## config.mk

```make
export PLATFORM = sky130hd
export DESIGN_NAME = nock_traversal_unit_flat
export DESIGN_NICKNAME = d
export VERILOG_FILES = /design/src/rtl/nock_mem_pkg.sv /design/src/rtl/nock_traversal_unit_if.sv /design/src/rtl/traversal_stack.sv /design/src/rtl/nock_traversal_unit.sv /design/src/flat_wrapper.sv
export SDC_FILE = /design/constraint.sdc
export NUM_CORES = 1
export LEC_CHECK = 0
export BUFFER_PORTS_ARGS = -buffer_cell sky130_fd_sc_hd__buf_4
export CAP_MARGIN = 5
export CORE_UTILIZATION = 42
export DETAILED_ROUTE_END_ITERATION = 16
export PLACE_DENSITY = 0.69
export SETUP_SLACK_MARGIN = 0.4
export SLEW_MARGIN = 20
export SYNTH_ARGS = -nofsm -noshare
export SYNTH_HDL_FRONTEND = slang
export SYNTH_SLANG_ARGS = --single-unit
```

## constraint.sdc

```tcl
create_clock -name clk -period 5.2 [get_ports clk]
set_input_delay 0.26 -clock clk [delete_from_list [all_inputs] [get_ports clk]]
set_output_delay 0.26 -clock clk [all_outputs]
set_load 0.03 [all_outputs]
```

## src/rtl/nock_mem_pkg.sv

```systemverilog
// Shared constants for the Nock memory traversal unit: cell layout, tag bits, memory/error/return codes, FSM states.
// Latency: n/a; backpressure: n/a.
package nock_mem_pkg;

    localparam int ADDR_W_DFLT = 10;
    localparam int DATA_W_DFLT = 64;
    localparam int TAG_W_DFLT  = 4;

    localparam int TAG_HI  = 63;
    localparam int TAG_LO  = 60;
    localparam int HEAD_HI = 59;
    localparam int HEAD_LO = 30;
    localparam int TAIL_HI = 29;
    localparam int TAIL_LO = 0;

    localparam int TAG_EXEC      = 3;
    localparam int TAG_HEAD_ATOM = 1;
    localparam int TAG_TAIL_ATOM = 0;

    localparam logic [1:0] MEM_READ  = 2'b00;
    localparam logic [1:0] MEM_WRITE = 2'b01;
    localparam logic [1:0] MEM_ALLOC = 2'b10;
    localparam logic [1:0] MEM_FREE  = 2'b11;

    localparam logic [7:0] ERR_NONE       = 8'h00;
    localparam logic [7:0] ERR_STACK_OVF  = 8'h01;
    localparam logic [7:0] ERR_NULL_PTR   = 8'h02;
    localparam logic [7:0] ERR_EXEC_FAULT = 8'h03;
    localparam logic [7:0] ERR_BAD_RETURN = 8'h04;

    localparam logic [3:0] RET_REFETCH = 4'd0;
    localparam logic [3:0] RET_POP     = 4'd1;

    typedef enum logic [3:0] {
        S_IDLE, S_REQ, S_WAIT0, S_WAIT, S_DECIDE,
        S_EXEC, S_EXEC_WAIT, S_POP, S_DONE, S_ERR
    } state_t;

endpackage

```

## src/rtl/nock_traversal_unit_if.sv

```systemverilog
// Memory port and execute hand-off bundle between the traversal unit and its environment.
// Latency: wires only; backpressure: mem_ready from memory, execute_finished from execute.
interface nock_traversal_unit_if #(
    parameter int ADDR_W = 10,
    parameter int DATA_W = 64,
    parameter int TAG_W  = 4
);
    logic              mem_ready;
    logic [DATA_W-1:0] read_data;
    logic [ADDR_W-1:0] free_addr;
    logic [ADDR_W-1:0] address;
    logic              mem_execute;
    logic [1:0]        mem_func;
    logic [DATA_W-1:0] write_data;
    logic              mux_controller;
    logic [ADDR_W-1:0] execute_address;
    logic [TAG_W-1:0]  execute_tag;
    logic [DATA_W-1:0] execute_data;
    logic              execute_finished;
    logic [3:0]        execute_return_sys_func;
    logic [3:0]        execute_return_state;

    modport master (
        input  mem_ready, read_data, free_addr,
               execute_finished, execute_return_sys_func, execute_return_state,
        output address, mem_execute, mem_func, write_data,
               mux_controller, execute_address, execute_tag, execute_data
    );

    modport slave (
        output mem_ready, read_data, free_addr,
               execute_finished, execute_return_sys_func, execute_return_state,
        input  address, mem_execute, mem_func, write_data,
               mux_controller, execute_address, execute_tag, execute_data
    );
endinterface

```

## src/rtl/traversal_stack.sv

```systemverilog
// LIFO of pending tail pointers; top is a combinational read of the newest entry.
// Latency: push/pop take effect next cycle; backpressure: full/empty flags, caller must not overrun.
module traversal_stack #(
    parameter int WIDTH = 10,
    parameter int DEPTH = 32
)(
    input  logic             clk,
    input  logic             rst,
    input  logic             clear,
    input  logic             push,
    input  logic             pop,
    input  logic [WIDTH-1:0] din,
    output logic [WIDTH-1:0] top,
    output logic             empty,
    output logic             full
);
    localparam int IW = (DEPTH > 1) ? $clog2(DEPTH) : 1;
    localparam int CW = $clog2(DEPTH + 1);

    logic [WIDTH-1:0] mem [DEPTH];
    logic [CW-1:0]    count;

    assign empty = (count == '0);
    assign full  = (count == CW'(DEPTH));
    assign top   = mem[IW'(count - CW'(1))];

    always_ff @(posedge clk or negedge rst) begin
        if (!rst) begin
            count <= '0;
        end else if (clear) begin
            count <= '0;
        end else if (push && !full) begin
            count <= count + CW'(1);
        end else if (pop && !empty) begin
            count <= count - CW'(1);
        end
    end

    // Storage needs no reset: occupancy is tracked solely by count.
    always_ff @(posedge clk) begin
        if (push && !full && !clear) begin
            mem[count[IW-1:0]] <= din;
        end
    end
endmodule

```

## src/rtl/nock_traversal_unit.sv

```systemverilog
// Depth-first head-first walk of a Nock noun in memory, handing execute-tagged cells to the execute module.
// Latency: >=4 cycles per cell fetch; backpressure: stalls on mem_ready, execute_finished and power=0.
module nock_traversal_unit
    import nock_mem_pkg::*;
#(
    parameter int ADDR_W      = ADDR_W_DFLT,
    parameter int DATA_W      = DATA_W_DFLT,
    parameter int TAG_W       = TAG_W_DFLT,
    parameter int STACK_DEPTH = 32
)(
    input  logic              clk,
    input  logic              rst,
    input  logic              power,
    input  logic [ADDR_W-1:0] start_addr,
    input  logic              execute,
    output logic              finished,
    output logic [7:0]        error,
    nock_traversal_unit_if.master bus
);
    state_t            state, state_next;
    logic [ADDR_W-1:0] cur, cur_next;
    logic [DATA_W-1:0] word;
    logic [ADDR_W-1:0] head_addr, tail_addr, st_top;
    logic              head_ptr, tail_ptr;
    logic              st_push, st_pop, st_clear, st_empty, st_full;
    logic              issue_req, latch_word, start_exec, end_exec, set_err, set_done, leave;
    logic [7:0]        err_code;
    logic              unused_bits;

    assign head_addr = word[HEAD_LO +: ADDR_W];
    assign tail_addr = word[TAIL_LO +: ADDR_W];
    assign head_ptr  = !word[TAG_LO + TAG_HEAD_ATOM];
    assign tail_ptr  = !word[TAG_LO + TAG_TAIL_ATOM];
    assign unused_bits = ^{bus.free_addr, word[HEAD_HI:HEAD_LO+ADDR_W], word[TAIL_HI:TAIL_LO+ADDR_W]};

    assign bus.mem_func   = MEM_READ;
    assign bus.write_data = '0;

    traversal_stack #(.WIDTH(ADDR_W), .DEPTH(STACK_DEPTH)) u_stack (
        .clk(clk), .rst(rst), .clear(st_clear), .push(st_push), .pop(st_pop),
        .din(tail_addr), .top(st_top), .empty(st_empty), .full(st_full)
    );

    always_ff @(posedge clk or negedge rst) begin
        if (!rst) state <= S_IDLE;
        else      state <= state_next;
    end

    always_comb begin
        state_next = state;
        cur_next   = cur;
        issue_req  = 1'b0;
        latch_word = 1'b0;
        st_push    = 1'b0;
        st_pop     = 1'b0;
        st_clear   = 1'b0;
        start_exec = 1'b0;
        end_exec   = 1'b0;
        set_err    = 1'b0;
        set_done   = 1'b0;
        leave      = 1'b0;
        err_code   = ERR_NONE;
        if (power) begin
            case (state)
                S_IDLE: if (execute && bus.mem_ready) begin
                    cur_next = start_addr; st_clear = 1'b1; state_next = S_REQ;
                end
                S_REQ: if (cur == '0) begin
                    set_err = 1'b1; err_code = ERR_NULL_PTR; state_next = S_ERR;
                end else if (bus.mem_ready) begin
                    issue_req = 1'b1; state_next = S_WAIT0;
                end
                // Memory may still report ready on the cycle right after the strobe.
                S_WAIT0: state_next = S_WAIT;
                S_WAIT: if (bus.mem_ready) begin
                    latch_word = 1'b1; state_next = S_DECIDE;
                end
                S_DECIDE: if (word[TAG_LO + TAG_EXEC]) begin
                    state_next = S_EXEC;
                end else if (head_ptr) begin
                    if (tail_ptr && st_full) begin
                        set_err = 1'b1; err_code = ERR_STACK_OVF; state_next = S_ERR;
                    end else begin
                        st_push = tail_ptr; cur_next = head_addr; state_next = S_REQ;
                    end
                end else if (tail_ptr) begin
                    cur_next = tail_addr; state_next = S_REQ;
                end else begin
                    state_next = S_POP;
                end
                S_EXEC: begin
                    start_exec = 1'b1; state_next = S_EXEC_WAIT;
                end
                S_EXEC_WAIT: if (bus.execute_finished) begin
                    end_exec = 1'b1;
                    if (bus.execute_return_sys_func != 4'd0) begin
                        set_err = 1'b1; err_code = ERR_EXEC_FAULT; state_next = S_ERR;
                    end else begin
                        case (bus.execute_return_state)
                            RET_REFETCH: state_next = S_REQ;
                            RET_POP:     state_next = S_POP;
                            default: begin
                                set_err = 1'b1; err_code = ERR_BAD_RETURN; state_next = S_ERR;
                            end
                        endcase
                    end
                end
                S_POP: if (st_empty) begin
                    set_done = 1'b1; state_next = S_DONE;
                end else begin
                    cur_next = st_top; st_pop = 1'b1; state_next = S_REQ;
                end
                S_DONE, S_ERR: if (!execute) begin
                    leave = 1'b1; state_next = S_IDLE;
                end
                default: state_next = S_IDLE;
            endcase
        end
    end

    always_ff @(posedge clk or negedge rst) begin
        if (!rst) begin
            cur                 <= '0;
            word                <= '0;
            finished            <= 1'b0;
            error               <= ERR_NONE;
            bus.address         <= '0;
            bus.mem_execute     <= 1'b0;
            bus.mux_controller  <= 1'b0;
            bus.execute_address <= '0;
            bus.execute_tag     <= '0;
            bus.execute_data    <= '0;
        end else begin
            cur             <= cur_next;
            bus.mem_execute <= issue_req;
            if (issue_req)  bus.address <= cur;
            if (latch_word) word <= bus.read_data;
            if (start_exec) begin
                bus.mux_controller  <= 1'b1;
                bus.execute_address <= cur;
                bus.execute_tag     <= word[TAG_HI:TAG_LO];
                bus.execute_data    <= word;
            end
            if (end_exec) bus.mux_controller <= 1'b0;
            if (set_err) begin
                error    <= err_code;
                finished <= 1'b1;
            end
            if (set_done) finished <= 1'b1;
            if (leave) begin
                finished <= 1'b0;
                error    <= ERR_NONE;
            end
        end
    end
endmodule

```

## src/flat_wrapper.sv

```systemverilog
// flat-port wrapper written by rule: the top's interface ports become plain ports
module nock_traversal_unit_flat import nock_mem_pkg::*;
#(
    parameter int ADDR_W      = ADDR_W_DFLT,
    parameter int DATA_W      = DATA_W_DFLT,
    parameter int TAG_W       = TAG_W_DFLT,
    parameter int STACK_DEPTH = 32
)
  (clk, rst, power, start_addr, execute, finished, error, bus_mem_ready, bus_read_data, bus_free_addr, bus_execute_finished, bus_execute_return_sys_func, bus_execute_return_state, bus_address, bus_mem_execute, bus_mem_func, bus_write_data, bus_mux_controller, bus_execute_address, bus_execute_tag, bus_execute_data);
  nock_traversal_unit_if #(.ADDR_W(ADDR_W), .DATA_W(DATA_W), .TAG_W(TAG_W)) bus_i ();
  input  logic clk;
  input  logic rst;
  input  logic power;
  input  logic [ADDR_W-1:0] start_addr;
  input  logic execute;
  output logic finished;
  output logic [7:0] error;
  input wire logic [$bits(bus_i.mem_ready)-1:0] bus_mem_ready;
  input wire logic [$bits(bus_i.read_data)-1:0] bus_read_data;
  input wire logic [$bits(bus_i.free_addr)-1:0] bus_free_addr;
  input wire logic [$bits(bus_i.execute_finished)-1:0] bus_execute_finished;
  input wire logic [$bits(bus_i.execute_return_sys_func)-1:0] bus_execute_return_sys_func;
  input wire logic [$bits(bus_i.execute_return_state)-1:0] bus_execute_return_state;
  output wire logic [$bits(bus_i.address)-1:0] bus_address;
  output wire logic [$bits(bus_i.mem_execute)-1:0] bus_mem_execute;
  output wire logic [$bits(bus_i.mem_func)-1:0] bus_mem_func;
  output wire logic [$bits(bus_i.write_data)-1:0] bus_write_data;
  output wire logic [$bits(bus_i.mux_controller)-1:0] bus_mux_controller;
  output wire logic [$bits(bus_i.execute_address)-1:0] bus_execute_address;
  output wire logic [$bits(bus_i.execute_tag)-1:0] bus_execute_tag;
  output wire logic [$bits(bus_i.execute_data)-1:0] bus_execute_data;
  assign bus_i.mem_ready = bus_mem_ready;
  assign bus_i.read_data = bus_read_data;
  assign bus_i.free_addr = bus_free_addr;
  assign bus_i.execute_finished = bus_execute_finished;
  assign bus_i.execute_return_sys_func = bus_execute_return_sys_func;
  assign bus_i.execute_return_state = bus_execute_return_state;
  assign bus_address = bus_i.address;
  assign bus_mem_execute = bus_i.mem_execute;
  assign bus_mem_func = bus_i.mem_func;
  assign bus_write_data = bus_i.write_data;
  assign bus_mux_controller = bus_i.mux_controller;
  assign bus_execute_address = bus_i.execute_address;
  assign bus_execute_tag = bus_i.execute_tag;
  assign bus_execute_data = bus_i.execute_data;
  nock_traversal_unit #(.ADDR_W(ADDR_W), .DATA_W(DATA_W), .TAG_W(TAG_W), .STACK_DEPTH(STACK_DEPTH)) u_core (.clk(clk), .rst(rst), .power(power), .start_addr(start_addr), .execute(execute), .finished(finished), .error(error), .bus(bus_i));
endmodule
```

==> flow_summary.yaml <==
logic_synthesis:
  synth_edf_count: 320
  yosys.cell_types.count: 58
  syn_area_sq_um: 20410
  ys_ff_latch: 494
  syn_inst: 1221
  yosys_most_used_dff: "edfxtp_1"
  async_flop_share: 0.3522
  synth-seq-area-share: 0.6841
  yosysWarnings: 0
  syn_avg_cell_area_sq_um: 16.72
global_routing:
  grt_pass1_wl_um: 71260
  grt_overflow: 0
  grt_pass1_vias: 11841
  antenna_found_initial: 0
  track_usage: 0.1887
  grt_max_degree: 66
sta:
  worstMarginPinSlew_ns: 1.067
  fin_crit_sh: 0.7493
  hold_viol_final: 0
  hold_slack_ns: 0.03449
  period_needed_ns: 3.897
  finClkSkew_ns: 0.01836
  slew_headroom: 0.2857
  setup_violations: 0
  rsz0062_at_grt: "false"
  fmax_mhz: 256.6
  tns_ns: 0
  maxSlewViolCount: 0
cts:
  cts_hold_buf: 66
  clock_sinks: 494
  clk_pin_slew_ns: 0.06
  postCtsSetupRepairBufs: 0
  cts_buffers: 47
  ctsResizeCount: 0
  clk_latency_ns: 0.57
  h-tree-depth: 2
  cts_tree: "yes"
  cts.path.max_buffers: 3
  cts_root_buffer: "clkbuf_16"
floorplanning:
  initial_utilization: 0.4266
  fp.dieW_um: 222.4
  design.die.area_sq_um: 49480
  fp.dieH_um: 222.4
  coreArea_sq_um: 47850
  fp-row-count: 80
  ios: 263
finish:
  diodes: 0
  final_nets: 1573
  syn_to_final_growth_pct: 19.72
  fill_cells: 3869
  layout-drive-gt1-share: 0.3572
  final_area_sq_um: 24440
  finish.utilization: 0.5107
routing:
  drt_pass1_iterations: 7
  wl_per_cell_um: 21.84
  drc: 0
  vias: 11663
  viasPerCell: 5.499
  drt_iter0_drc: 1061
  drt_wl_total_um: 46330
  antenna_left: 0
power:
  total_power_mw: 13.84
  switching_share: 0.3439
  p_switching_mw: 4.759
  p_leak_nw: 9.115
  ir_worst_vdd_uv: 460.3
  internal_power_mw: 9.077
  power.share.clock: 0.242
  p_per_area_nw_per_um2: 566.2
  p_comb_frac: 0.337
  seqPwrFrac: 0.421
setup_path:
  path_max_fanout: 31
  crit_path_end_kind: "register"
  timing.reg2reg.setup_slack_ns: 1.30
  worstPathArrival_ns: 4.08
  start_kind: "register"
  worstPathRequired_ns: 5.39
  path_class: "reg2reg"
placement:
  io_buffers: 181
  gp_congestion: 0.8502
  dpl_cell_area_sq_um: 22260
  dp_hpwl_um: 29000
status:
  status: "finished clean"
flow_run:
  maxCapViolCount: 0
min_path:
  worstHoldPathType: "in2reg"
[power groups by stage]
stage	Sequential, mW	Clock, mW	Combinational (mW)
after floorplan	6.35	0	2.51
after global placement	5.86	0	4.55
after detailed placement	5.90	0	4.63
after CTS	5.83	3.41	4.70
after global routing	5.92	3.55	4.99
final	5.82	3.34	4.67
[state kept, by name (all words and copies together), names as in the netlist]
register	cells
u_core.u_stack.count	6
u_core.bus.execute_address	10
u_core.bus.mem_execute	1
u_core.error	3
u_core.bus.execute_data	64
u_core.u_stack.mem	320
u_core.word	64
u_core.bus.mux_controller	1
u_core.bus.address	10
u_core.state	4
u_core.cur	10
u_core.finished	1
[kinds of logic after synthesis]
family          after synthesis  synth area share
mux                         241            0.1770
buf+inv                     157           0.04359
simple gates                179           0.04536
fa+ha+maj                     4          0.002452
xor+xnor                      3          0.001288
flops                       494            0.6841
other cells                   1         0.0001837
compound gates              142           0.04598
[critical path, cell delays in order (launching register included)]
cell and delay (ns):
dfrtp_4 0.78, inv_1 0.27, ha_4 0.26, nor4b_1 0.17
a2111oi_4 0.71, nand2_1 0.44, nor2_1 0.86
[path summary, 6_finish.rpt]
check	cells after the start	to	from
worst max-delay path	6	u_core.u_stack.mem[16][2]	u_core.u_stack.count[0]
worst min-delay path	3	u_core.cur[4]	start_addr[4]
worst max register to register	6	u_core.u_stack.mem[16][2]	u_core.u_stack.count[0]
worst min register to register	1	u_core.word[18]	u_core.word[18]
max in group asynchronous	3	u_core.word[5]	rst
min in group asynchronous	2	u_core.word[49]	rst
[layout by cell type, fill, tap and decap left out, types with 11 or more instances in the layout]
master	instances
buf_4	212
nor2_1	50
dfrtp_1	172
clkbuf_16	48
a21oi_1	27
mux4_2	80
a31oi_1	11
o21ai_0	46
dlygate4sd3_1	66
edfxtp_1	320
nand3_1	47
nor3_1	14
conb_1	71
nand2_1	16
mux2_2	160
a211oi_1	20
[final cells by class]
class                           count  area (sq um)  share of cell area
Sequential cell                   494         13970              0.5716
Multi-Input combinational cell    640          5883              0.2408
Timing Repair Buffer              280          2283             0.09345
Clock buffer                       63          1318             0.05392
Tap cell                          615         769.5             0.03149
Clock inverter                     21         183.9            0.007527
Inverter                            8         30.03            0.001229
[per-stage QoR]
stage               setup slack [ns]  cells
finish                         1.303   2121
floorplan                      1.851   1291
CTS                            1.244   2120
global route                   1.020   2121
global placement               1.311   1970
detailed placement             1.269   1970
[synthesized netlist by cell type (8+ instances only)]
master,n,area [sq um]
edfxtp_1,320,9609
dfrtp_1,174,4354
mux2_2,160,1802
mux4_2,80,1802
buf_4,76,570.6
clkbuf_1,60,225.2
nor2_1,52,195.2
nand3_1,48,240.2
o21ai_0,46,230.2
a21oi_1,27,135.1
a211oi_1,20,150.1
nand2_1,16,60.06
nor3_1,14,70.07
buf_2,12,60.06
a221oi_1,11,96.34
a31oi_1,11,68.82
inv_1,8,30.03
[per-layer routing]
layer / routed length [um] / track usage
met5: 0 / 0
met3: 3330 / 0.03319
met2: 22650 / 0.3025
met1: 19270 / 0.2643
met4: 1071 / 0.05628
Note: power is estimated with default switching activity, not from simulation.
